[src/rtl/ld_st_pkg.sv]
// Shared definitions for the load/store sequencer: state encoding, opcode
// values and the datapath geometry.
package ld_st_pkg;

    localparam int ADDR_W   = 9;
    localparam int NREG     = 16;
    localparam int WAIT_MAX = 15;

    localparam logic OP_LD = 1'b0;
    localparam logic OP_ST = 1'b1;

    typedef enum logic [2:0] {
        ST_IDLE = 3'd0,
        ST_ADDR = 3'd1,
        ST_RD   = 3'd2,
        ST_WB   = 3'd3,
        ST_SRC  = 3'd4,
        ST_WR   = 3'd5,
        ST_DONE = 3'd6
    } state_t;

endpackage

[src/rtl/reg_onehot_dec.sv]
// Register-index decoder: turns a 4-bit register index plus an enable into a
// one-hot register-file strobe vector (all zero when disabled).
module reg_onehot_dec
    import ld_st_pkg::*;
(
    input  logic [3:0]      idx,
    input  logic            en,
    output logic [NREG-1:0] onehot
);

    localparam logic [NREG-1:0] ONE_C = {{(NREG-1){1'b0}}, 1'b1};

    // Place a single bit at the selected index, or drive nothing when idle.
    always_comb begin
        onehot = {NREG{1'b0}};
        if (en) begin
            onehot = ONE_C << idx;
        end else begin
            onehot = {NREG{1'b0}};
        end
    end

endmodule

[src/rtl/ld_st_sequencer.sv]
// Load/store sequencer: walks a single-bus datapath through one memory
// transfer (load: ADDR-RD-WB-DONE, store: ADDR-SRC-WR-DONE).
// Optional build macro MEM_WAIT_EN: RD/WR stall until mem_ready, with a
// 4-bit wait counter that aborts the transfer with an err pulse on timeout.
module ld_st_sequencer
    import ld_st_pkg::*;
(
    input  logic              clock,
    input  logic              clear,
    input  logic              start,
    input  logic              op,
    input  logic [3:0]        rsel,
    input  logic [ADDR_W-1:0] addr_in,
    input  logic              mem_ready,
    output logic              busy,
    output logic              done,
    output logic              err,
    output logic              MARin,
    output logic              MDRin,
    output logic              MDRout,
    output logic              Read,
    output logic              Write,
    output logic [NREG-1:0]   Rin,
    output logic [NREG-1:0]   Rout,
    output logic [ADDR_W-1:0] Address
);

    state_t            state_r;
    state_t            state_nxt_s;
    logic              accept_s;
    logic              op_r;
    logic [3:0]        rsel_r;
    logic [ADDR_W-1:0] addr_r;
    logic [ADDR_W-1:0] addr_nxt_s;
    logic              rin_en_r;
    logic              rout_en_r;

`ifdef MEM_WAIT_EN
    localparam logic [3:0] WAIT_LAST_C = 4'(WAIT_MAX - 1);
    logic [3:0] wait_cnt_r;
    logic       timeout_s;
`else
    logic       unused_mem_ready_s;
    assign unused_mem_ready_s = mem_ready;
`endif

    assign accept_s   = (state_r == ST_IDLE) && start;
    // The address going out with ADDR is the one being captured on that edge.
    assign addr_nxt_s = accept_s ? addr_in : addr_r;

    // Next-state selection; the access states may stall on memory when enabled.
    always_comb begin
        state_nxt_s = state_r;
`ifdef MEM_WAIT_EN
        timeout_s   = 1'b0;
`endif
        case (state_r)
            ST_IDLE: begin
                if (start) begin
                    state_nxt_s = ST_ADDR;
                end else begin
                    state_nxt_s = ST_IDLE;
                end
            end
            ST_ADDR: begin
                if (op_r == OP_ST) begin
                    state_nxt_s = ST_SRC;
                end else begin
                    state_nxt_s = ST_RD;
                end
            end
            ST_RD: begin
`ifdef MEM_WAIT_EN
                if (mem_ready) begin
                    state_nxt_s = ST_WB;
                end else if (wait_cnt_r == WAIT_LAST_C) begin
                    state_nxt_s = ST_IDLE;
                    timeout_s   = 1'b1;
                end else begin
                    state_nxt_s = ST_RD;
                end
`else
                state_nxt_s = ST_WB;
`endif
            end
            ST_WB:   state_nxt_s = ST_DONE;
            ST_SRC:  state_nxt_s = ST_WR;
            ST_WR: begin
`ifdef MEM_WAIT_EN
                if (mem_ready) begin
                    state_nxt_s = ST_DONE;
                end else if (wait_cnt_r == WAIT_LAST_C) begin
                    state_nxt_s = ST_IDLE;
                    timeout_s   = 1'b1;
                end else begin
                    state_nxt_s = ST_WR;
                end
`else
                state_nxt_s = ST_DONE;
`endif
            end
            ST_DONE: state_nxt_s = ST_IDLE;
            default: state_nxt_s = ST_IDLE;
        endcase
    end

    // State register, request latch and Moore outputs registered from the next state.
    always_ff @(posedge clock or negedge clear) begin
        if (!clear) begin
            state_r   <= ST_IDLE;
            op_r      <= 1'b0;
            rsel_r    <= 4'd0;
            addr_r    <= {ADDR_W{1'b0}};
            busy      <= 1'b0;
            done      <= 1'b0;
            err       <= 1'b0;
            MARin     <= 1'b0;
            MDRin     <= 1'b0;
            MDRout    <= 1'b0;
            Read      <= 1'b0;
            Write     <= 1'b0;
            rin_en_r  <= 1'b0;
            rout_en_r <= 1'b0;
            Address   <= {ADDR_W{1'b0}};
        end else begin
            state_r <= state_nxt_s;
            if (accept_s) begin
                op_r   <= op;
                rsel_r <= rsel;
                addr_r <= addr_in;
            end
            busy      <= (state_nxt_s != ST_IDLE);
            done      <= (state_nxt_s == ST_DONE);
            MARin     <= (state_nxt_s == ST_ADDR);
            MDRin     <= (state_nxt_s == ST_RD) || (state_nxt_s == ST_SRC);
            MDRout    <= (state_nxt_s == ST_WB);
            Read      <= (state_nxt_s == ST_RD);
            Write     <= (state_nxt_s == ST_WR);
            rin_en_r  <= (state_nxt_s == ST_WB);
            rout_en_r <= (state_nxt_s == ST_SRC);
            Address   <= (state_nxt_s != ST_IDLE) ? addr_nxt_s : {ADDR_W{1'b0}};
`ifdef MEM_WAIT_EN
            err       <= timeout_s;
`else
            err       <= 1'b0;
`endif
        end
    end

`ifdef MEM_WAIT_EN
    // Count stalled access cycles; any state change restarts the count.
    always_ff @(posedge clock or negedge clear) begin
        if (!clear) begin
            wait_cnt_r <= 4'd0;
        end else if (state_nxt_s != state_r) begin
            wait_cnt_r <= 4'd0;
        end else if (((state_r == ST_RD) || (state_r == ST_WR)) && !mem_ready) begin
            wait_cnt_r <= wait_cnt_r + 4'd1;
        end
    end
`endif

    reg_onehot_dec u_rin_dec (
        .idx    (rsel_r),
        .en     (rin_en_r),
        .onehot (Rin)
    );

    reg_onehot_dec u_rout_dec (
        .idx    (rsel_r),
        .en     (rout_en_r),
        .onehot (Rout)
    );

endmodule

[config.mk]
export PLATFORM = sky130hd
export DESIGN_NAME = ld_st_sequencer
export DESIGN_NICKNAME = d
export VERILOG_FILES = /design/src/rtl/ld_st_pkg.sv /design/src/rtl/reg_onehot_dec.sv /design/src/rtl/ld_st_sequencer.sv
export SDC_FILE = /design/constraint.sdc
export NUM_CORES = 1
export LEC_CHECK = 0
export CORE_MARGIN = 5
export CORE_UTILIZATION = 42
export DETAILED_ROUTE_END_ITERATION = 16
export PLACE_DENSITY_LB_ADDON = 0.05
export SLEW_MARGIN = 15
export SYNTH_ARGS = -nofsm -noshare
export SYNTH_HDL_FRONTEND = slang
export SYNTH_HIERARCHICAL = 1
export SYNTH_SLANG_ARGS = --single-unit
[constraint.sdc]
create_clock -name clock -period 1.68 [get_ports clock]
set_input_delay 0.336 -clock clock [delete_from_list [all_inputs] [get_ports clock]]
set_output_delay 0.336 -clock clock [all_outputs]
set_load 0.05 [all_outputs]
Word level (Yosys, flattened, before mapping):

Index checks and enable logic that the tools add are counted.

* register bits after elaboration: 34
* input port bits: 18

* equal/unequal tests: 11
* shift operators: 1
* mux-type cells: 7
* reductions and logical operators: 5

Operators with widths (number)
* $mux W16: 2
* $mux W9: 2
* $shl A1 B4 Y16 const A: 1
* $eq A3 B3 Y1 const B: 5
* $pmux W3 S5: 1
* $eq A3 B2 Y1 const B: 4
* $eq A3 B1 Y1 const B: 2
* $logic_not A3 Y1: 1
* $mux W3: 1
* $reduce_bool A3 Y1: 1
* $reduce_or A2 Y1: 1
* $logic_and A1 B1 Y1: 1
* $logic_or A1 B1 Y1: 1
* $mux W1: 1

Longest topological paths before layout:

Gate-level depths: netlist of the first run.

* word-level depth: 5
* depth in mapped cells: 7
* mapped depth without buffers: 4

Hierarchy:

Netlist of the first run, hierarchy kept.

By module, submodules not included
* ld_st_sequencer: seq. area each 850.8 µm², times used 1, area an instance 1312.5 µm², cells an instance 123
* reg_onehot_dec: seq. area each 0.0 µm², times used 2, area an instance 120.1 µm², cells an instance 23

Least setup slack after synthesis of the first run:

No wires, ideal clock.

* kind: register to output
* start point: reg rin_en_r
* end point: out Rin[6]
* required time: 1.344 ns
* setup slack: -0.605 ns
* stages on the path, launching flop included: 3
* arrival time: 1.949 ns
* path buffers: 0
* cell sequence: dfrtp_1 -> nand3_1 -> nor3_1

* longest elaborated chain between the ends: 1

Ends and longest elaborated chain
* from (decl): line ld_st_sequencer.sv:35 `logic rin_en_r;`
* from (signal assigned): line ld_st_sequencer.sv:139 `rin_en_r <= (state_nxt_s == ST_WB);`
* $mux W16: line reg_onehot_dec.sv:16 `if (en) begin`
* to (decl): line ld_st_sequencer.sv:23 `output logic [NREG-1:0] Rin,`

No other way between the ends.

Worst setup path in the final report of the first run:

* start point: reg rsel_r[2]
* end point: out Rin[8]

* longest elaborated chain between the ends: 2

Ends and longest elaborated chain
* from (decl): line ld_st_sequencer.sv:32 `logic [3:0] rsel_r;`
* from (signal assigned): line ld_st_sequencer.sv:129 `rsel_r <= rsel;`
* $shl A1 B4 Y16: line reg_onehot_dec.sv:17 `onehot = ONE_C << idx;`
* $mux W16: line reg_onehot_dec.sv:16

No other way between the ends.

==> flow_summary_export.csv, run 1 <==
group,metric,value,unit
run_status,status,"finished, violations left",
run_status,violations,"setup timing",
grt,grt_pass1_vias,1680,
timing,worst_slew_pin_slew,684,ps
logic_synthesis,ys.flop_type,"dfrtp_1",
critical_path,cp.arrival,1630,ps
finish,final_core_util,89.2,%
critical_path,cp_max_fo,5,
power_and_ir_drop,leakagePower,1.43,nW
floorplan,start_util,42.7,%
timing,skew,7.49,ps
placed_design,portBuffers,64,
logic_synthesis,netlist_instances,169,
power_and_ir_drop,ir_worst_vdd,0.00137,V
timing,tns,-5260,ps
worst_hold_path,hold_class,"input pin to async pin",
finish,seqCellArea,857,um^2
finish,nets,287,
timing,slew_violations,0,
clock_tree,h-tree-depth,2,
finish,area_delta_synth_final,109,%
floorplan,ios,67,
floorplan,core_area,3630,um^2
grt,grt_usage,22.1,%
floorplan,dieArea,5010,um^2
routing,wl_per_cell,20.0,um
timing,timing.slew.headroom,54.3,%
flow_run,cap_viol_max_count,0,
critical_path,cp_data_required_time,1340,ps
timing,finalWorstSetupSlack,-284,ps
power_and_ir_drop,power_density,1590,nW/um^2
logic_synthesis,synthDistinctLibCells,29,
clock_tree,cts_buffers,5,
critical_path,critPathKind,"flop to primary output",
placed_design,place_ws,-70.7,ps
power_and_ir_drop,power.total,0.00516,W
critical_path,rr_startpoint,"state_r[2]$_DFF_PN0_",
clock_tree,clock_path_buffers,2,
clock_tree,clockRootBuffer,"clkbuf_8",
timing,fmaxAchievable,0.509,GHz
timing,fin_crit_sh,117,%
routing,drt_iter0_markers,62,
grt,antenna_found_initial,0,
routing,drt.antenna.violating_nets,0,
floorplan,die_w,70.8,um
clock_tree,cts_tree,"yes",
routing,vias,1648,
finish,diodes,0,
critical_path,ff2ff_path_depth,4,
timing,setup_viol_count_final,32,
finish,fill_cells,154,
critical_path,ff2ff_setup_slack,90,ps
placed_design,hpwl,3.50,mm
logic_synthesis,synth_seq_cells,34,
timing,fin_crit,1960,ps
clock_tree,insertion_delay,290,ps
timing,rsz0062_at_grt,"yes",
clock_tree,clkSinkCount,34,
placed_design,place_area,2700,um^2
logic_synthesis,ys_seq_area_share,54.8,%
routing,drt_pass1_iterations,4,
routing,wl,6.37,mm
clock_tree,hold_buffers,0,
critical_path,worstReg2RegEnd,"Address[5]$_DFF_PN0_",
logic_synthesis,synth_edf_count,0,
grt,grt_pass1_wl,8.67,mm
routing,viasPerCell,5.18,
timing,hold_viol,0,
critical_path,crit_path_start_kind,"flop",
grt,grt_max_degree,35,
floorplan,rows,22,
logic_synthesis,yosys_warnings,6,
routing,drc_errors,0,
floorplan,die_y,70.8,um
finish,design_area,3240,um^2
logic_synthesis,synth_fp_nets,187,
finish,layout-drive-gt1-share,54.4,%
clock_tree,clk_pin_slew,70,ps
logic_synthesis,async_flop_share,100,%
grt,overflow,0,
finish,multiInputGateArea,937,um^2
critical_path,cp-end-kind,"primary output",
placed_design,gp_congestion,0.760,
logic_synthesis,synth.cell_area,1550,um^2
logic_synthesis,synth_area_per_cell,9.19,um^2
[critical path: stages (launching register included)]
cell and delay (ps):
dfrtp_2 470, or3b_4 460, buf_12 160, nor2_4 110
buf_12 150
[what timing repair did]
action | in CTS | in global routing
buffers inserted | 14 | 10
gates cloned | 0 | 0
pin swaps | 12 | 11
endpoints found under the setup margin | 32 | 32
endpoints found under the hold margin | 0 | 0
gates resized for setup | 39 | 24
[worst max path at each step]
stage | start | end | slack [ps] | depth (start not counted)
2_1_floorplan | rsel_r[2]$_DFFE_PN0N_ | Rout[2] | -370 | 2
3_3_place_gp | start | rsel_r[3]$_DFFE_PN0N_ | -50 | 5
3_5_place_dp | start | rsel_r[1]$_DFFE_PN0N_ | -70 | 5
4_1_cts | rsel_r[2]$_DFFE_PN0N_ | Rin[0] | -230 | 3
5_1_grt | rsel_r[2]$_DFFE_PN0N_ | Rin[8] | -300 | 4
6_report | rsel_r[2]$_DFFE_PN0N_ | Rin[8] | -280 | 4
[metrics by stage]
stage / cells / hold WS [ps]
after floorplan: 169 / 40.4
after global placement: 286 / 451
after detailed placement: 286 / 462
after CTS: 308 / 461
after global routing: 318 / 486
final: 318 / 441
[power by group]
group | internal (W) | total, W | leakage (nW) | switching (W)
Combinational | 0.00121 | 0.00309 | 0.953 | 0.00188
Clock | 0.000330 | 0.000645 | 0.0472 | 0.000315
Sequential | 0.00116 | 0.00142 | 0.427 | 0.000260
[Yosys cell counts (2+ instances only)]
library cell,number,area share (%)
nand2b_1,5,2.0
nor2b_1,3,1.2
nand2_2,4,1.6
nor2_1,22,5.3
nor3_2,2,1.3
nor2_2,2,0.81
dfrtp_1,34,55
o21ai_0,10,3.2
buf_6,2,1.5
nor3b_1,3,1.5
nand3_1,2,0.64
nor3_1,7,2.3
a21oi_1,3,0.97
clkbuf_1,2,0.48
nand3b_1,4,1.9
or3b_4,2,1.5
nand2_1,49,12
buf_4,2,0.97
[cell type report]
type                       count  area share, %
tap                           48           1.85
multi-input combinational    126           28.9
inverter                       1          0.270
timing repair buffer         101           39.6
sequential                    34           26.5
clock inverter                 2          0.386
clock buffer                   6           2.55
[flip-flops by register name (all words and copies together) (netlist names)]
register,count
Address,9
MARin,1
MDRin,1
Read,1
Write,1
addr_r,9
busy,1
done,1
op_r,1
rin_en_r,1
rout_en_r,1
rsel_r,4
state_r,3
[cells by family after synthesis]
logic type / count (synthesis) / synth area share [%]
mux: 1 / 0.645
simple gates: 108 / 33.5
other cells: 1 / 0.242
buf+inv: 9 / 5.00
compound gates: 16 / 5.80
flops: 34 / 54.8
[placed cells by master, fill, tap and decap left out, types with 2 or more instances in the layout]
| master | instances |
|---|---|
| buf_6 | 14 |
| dfrtp_2 | 5 |
| nand2b_4 | 4 |
| nor3b_1 | 3 |
| nand3b_1 | 4 |
| nand2_4 | 2 |
| buf_4 | 37 |
| or3b_4 | 2 |
| nand3_4 | 2 |
| nor2_4 | 24 |
| clkbuf_8 | 6 |
| dfrtp_1 | 29 |
| buf_12 | 33 |
| nand2_1 | 47 |
| clkdlybuf4s50_1 | 16 |
| a21oi_1 | 3 |
| o21ai_0 | 10 |
| nor2b_1 | 3 |
| nor3_2 | 2 |
| nand2_2 | 4 |
| nor3_4 | 6 |
[layer usage]
metal	GRT usage, %	up-vias	share of wire [%]
li1	-	750	-
met1	26.7	826	39
met2	39.4	63	54
met3	4.69	9	5.2
met4	6.89	0	1.6
met5	0	-	0
No activity file was read; power rests on OpenSTA's default activity.
==> run 2, diff against run 1 <==
--- a/config.mk
+++ b/config.mk
@@ -5,11 +5,11 @@
 export SDC_FILE = /design/constraint.sdc
 export NUM_CORES = 1
 export LEC_CHECK = 0
+export CAP_MARGIN = 20
 export CORE_MARGIN = 5
 export CORE_UTILIZATION = 42
 export DETAILED_ROUTE_END_ITERATION = 16
 export PLACE_DENSITY_LB_ADDON = 0.05
-export SLEW_MARGIN = 15
 export SYNTH_ARGS = -nofsm -noshare
 export SYNTH_HDL_FRONTEND = slang
 export SYNTH_HIERARCHICAL = 1
==> results of run 2 <==
Same layout as run 1: the final DEF is identical, and so are final timing and power.
==> run 3, diff against run 2 <==
--- a/config.mk
+++ b/config.mk
@@ -6,8 +6,10 @@
 export NUM_CORES = 1
 export LEC_CHECK = 0
 export CAP_MARGIN = 20
+export CELL_PAD_IN_SITES_DETAIL_PLACEMENT = 1
+export CELL_PAD_IN_SITES_GLOBAL_PLACEMENT = 2
 export CORE_MARGIN = 5
-export CORE_UTILIZATION = 42
+export CORE_UTILIZATION = 23
 export DETAILED_ROUTE_END_ITERATION = 16
 export PLACE_DENSITY_LB_ADDON = 0.05
 export SYNTH_ARGS = -nofsm -noshare
==> run 3 against run 2 <==
  * The run still ends with setup timing left
  * Non-clock buffer count fell by 7
  * Cell count rose by 7.9%
  * Global-route usage shrank 9.6 points
  * Cell area shrank 2.4%
  * Register-to-register slack better by 120 ps
  * Die area increased by 69%
  * Largest power group unchanged
==> flow_summary_export.csv, run 3 (same netlist as run 1, synthesis figures left out) <==
group,metric,value,unit
finish,area_delta_synth_final,104,%
floorplan,core_area,6680,um^2
power_and_ir_drop,leakagePower,1.38,nW
grt,grt_pass1_vias,1676,
finish,reg_top3,"Address: 9 flops, addr_r: 9 flops, rsel_r: 4 flops",
critical_path,critPathTopFamily,"simple AND/OR/NAND/NOR gates",
clock_tree,h-tree-depth,2,
power_and_ir_drop,pwr-share-comb,56.2,%
routing,drt.antenna.violating_nets,0,
timing,rsz0062_at_grt,"yes",
floorplan,rows,30,
routing,wl_per_cell,14.8,um
clock_tree,insertion_delay,280,ps
critical_path,critPathSlowestCell,"or3b_4",
critical_path,cp_max_fo,6,
floorplan,die_w,92.2,um
clock_tree,cts_tree,"yes",
run_status,status,"finished, violations left",
floorplan,die_y,92.2,um
finish,design_area,3160,um^2
grt,grt_max_degree,35,
critical_path,critPathKind,"flop to primary output",
finish,layout-drive-gt1-share,52.9,%
timing,fmaxAchievable,0.531,GHz
power_and_ir_drop,sw_frac_of_total,44.6,%
timing,worst_slew_pin_slew,648,ps
routing,drc_errors,0,
routing,drt_pass1_iterations,4,
clock_tree,clock_path_buffers,2,
critical_path,cp.arrival,1550,ps
timing,slew_violations,0,
timing,timing.slew.headroom,56.7,%
finish,nets,280,
power_and_ir_drop,power.total,0.00494,W
power_and_ir_drop,power_density,1560,nW/um^2
routing,wl,5.08,mm
worst_hold_path,hold_class,"input pin to async pin",
timing,finalWorstSetupSlack,-203,ps
routing,drt_iter0_markers,20,
finish,final_cell_mix,"nand2_1 (47), buf_4 (37), buf_12 (33)",
power_and_ir_drop,power_report.internal_total,0.00274,W
critical_path,critPathLaunch,"rsel_r[1]$_DFFE_PN0N_",
grt,grt_pass1_wl,8.50,mm
finish,diodes,0,
grt,antenna_found_initial,0,
floorplan,dieArea,8490,um^2
routing,vias,1498,
grt,grt_usage,12.6,%
placed_design,portBuffers,64,
power_and_ir_drop,ir_worst_vdd,0.000939,V
placed_design,place_ws,-79.3,ps
critical_path,rr_startpoint,"state_r[2]$_DFF_PN0_",
power_and_ir_drop,seqPwrFrac,28.1,%
placed_design,hpwl,3.67,mm
clock_tree,clk_pin_slew,60,ps
finish,final_common_cell,"nand2_1",
clock_tree,clockRootBuffer,"clkbuf_8",
critical_path,slowest_delay,480,ps
clock_tree,cts_buffers,5,
flow_run,cap_viol_max_count,0,
timing,fin_crit,1880,ps
critical_path,cp_data_required_time,1340,ps
critical_path,crit_chain,"or3b_4 > nor3_4 > buf_12",
timing,setup_viol_count_final,28,
critical_path,worstPathBufferInverterCount,1,
run_status,violations,"setup timing",
critical_path,crit_path_start_kind,"flop",
floorplan,start_util,23.2,%
routing,viasPerCell,4.37,
power_and_ir_drop,power_switching,0.00221,W
critical_path,cp-end-kind,"primary output",
clock_tree,clkSinkCount,34,
grt,overflow,0,
placed_design,place_area,2740,um^2
placed_design,gp_congestion,0.757,
power_and_ir_drop,clkPwrFrac,15.6,%
timing,fin_crit_sh,112,%
timing,hold_viol,0,
timing,skew,6.13,ps
clock_tree,hold_buffers,0,
floorplan,ios,67,
## run 3: final timing paths
| kind | end | slack (ps) | depth (start not counted) |
|---|---|---|---|
| max reg2reg | Address[8]$_DFF_PN0_ | 210 | 4 |
| min reg2reg | addr_r[0]$_DFF_PN0_ | 470 | 2 |
| min | busy$_DFF_PN0_ | 70 | 2 |
| min in group clock | addr_r[0]$_DFF_PN0_ | 470 | 2 |
| max in group asynchronous | rsel_r[1]$_DFFE_PN0N_ | 1270 | 2 |
| max | Rout[0] | -200 | 3 |
## run 3: power by group through the flow
stage	Sequential [W]	Combinational, W	Clock [W]
2_1_floorplan	0.00188	0.00102	0
3_3_place_gp	0.00138	0.00224	0
3_5_place_dp	0.00141	0.00228	0
4_1_cts	0.00142	0.00262	0.000814
5_1_grt	0.00144	0.00299	0.000840
6_report	0.00139	0.00278	0.000773
## run 3: metal layers
metal / up-vias / part of all wire (%) / global-route usage [%]
met3: 4 / 5.1 / 3.61
met2: 46 / 50 / 21.5
met5: - / 0 / 0
met1: 720 / 44 / 15.1
li1: 728 / - / -
met4: 0 / 0.81 / 4.08
## run 3: what timing repair did
| item | CTS | global route |
|---|---|---|
| pin swaps | 9 | 5 |
| endpoints found under the setup margin | 32 | 32 |
| buffers inserted | 11 | 7 |
| resized for setup | 36 | 8 |
## run 3: through the flow
| stage | cells | setup TNS, ps | util, % | hold WS, ps |
|---|---|---|---|---|
| floorplan | 169 | -2100 | - | 40.4 |
| global placement | 317 | -1080 | 41.0 | 391 |
| detailed placement | 317 | -1330 | 41.0 | 403 |
| CTS | 336 | -3640 | 46.2 | 85.4 |
| global route | 343 | -5060 | 47.3 | 109 |
| finish | 343 | -3190 | 47.3 | 74.2 |
## run 3: area by class of cell
cell class,instances,area [um^2]
tap,80,100
fill,709,3520
clock inverter,1,30.0
timing repair buffer,94,1180
multi-input combinational,126,896
clock buffer,7,86.3
sequential,34,858
inverter,1,8.76
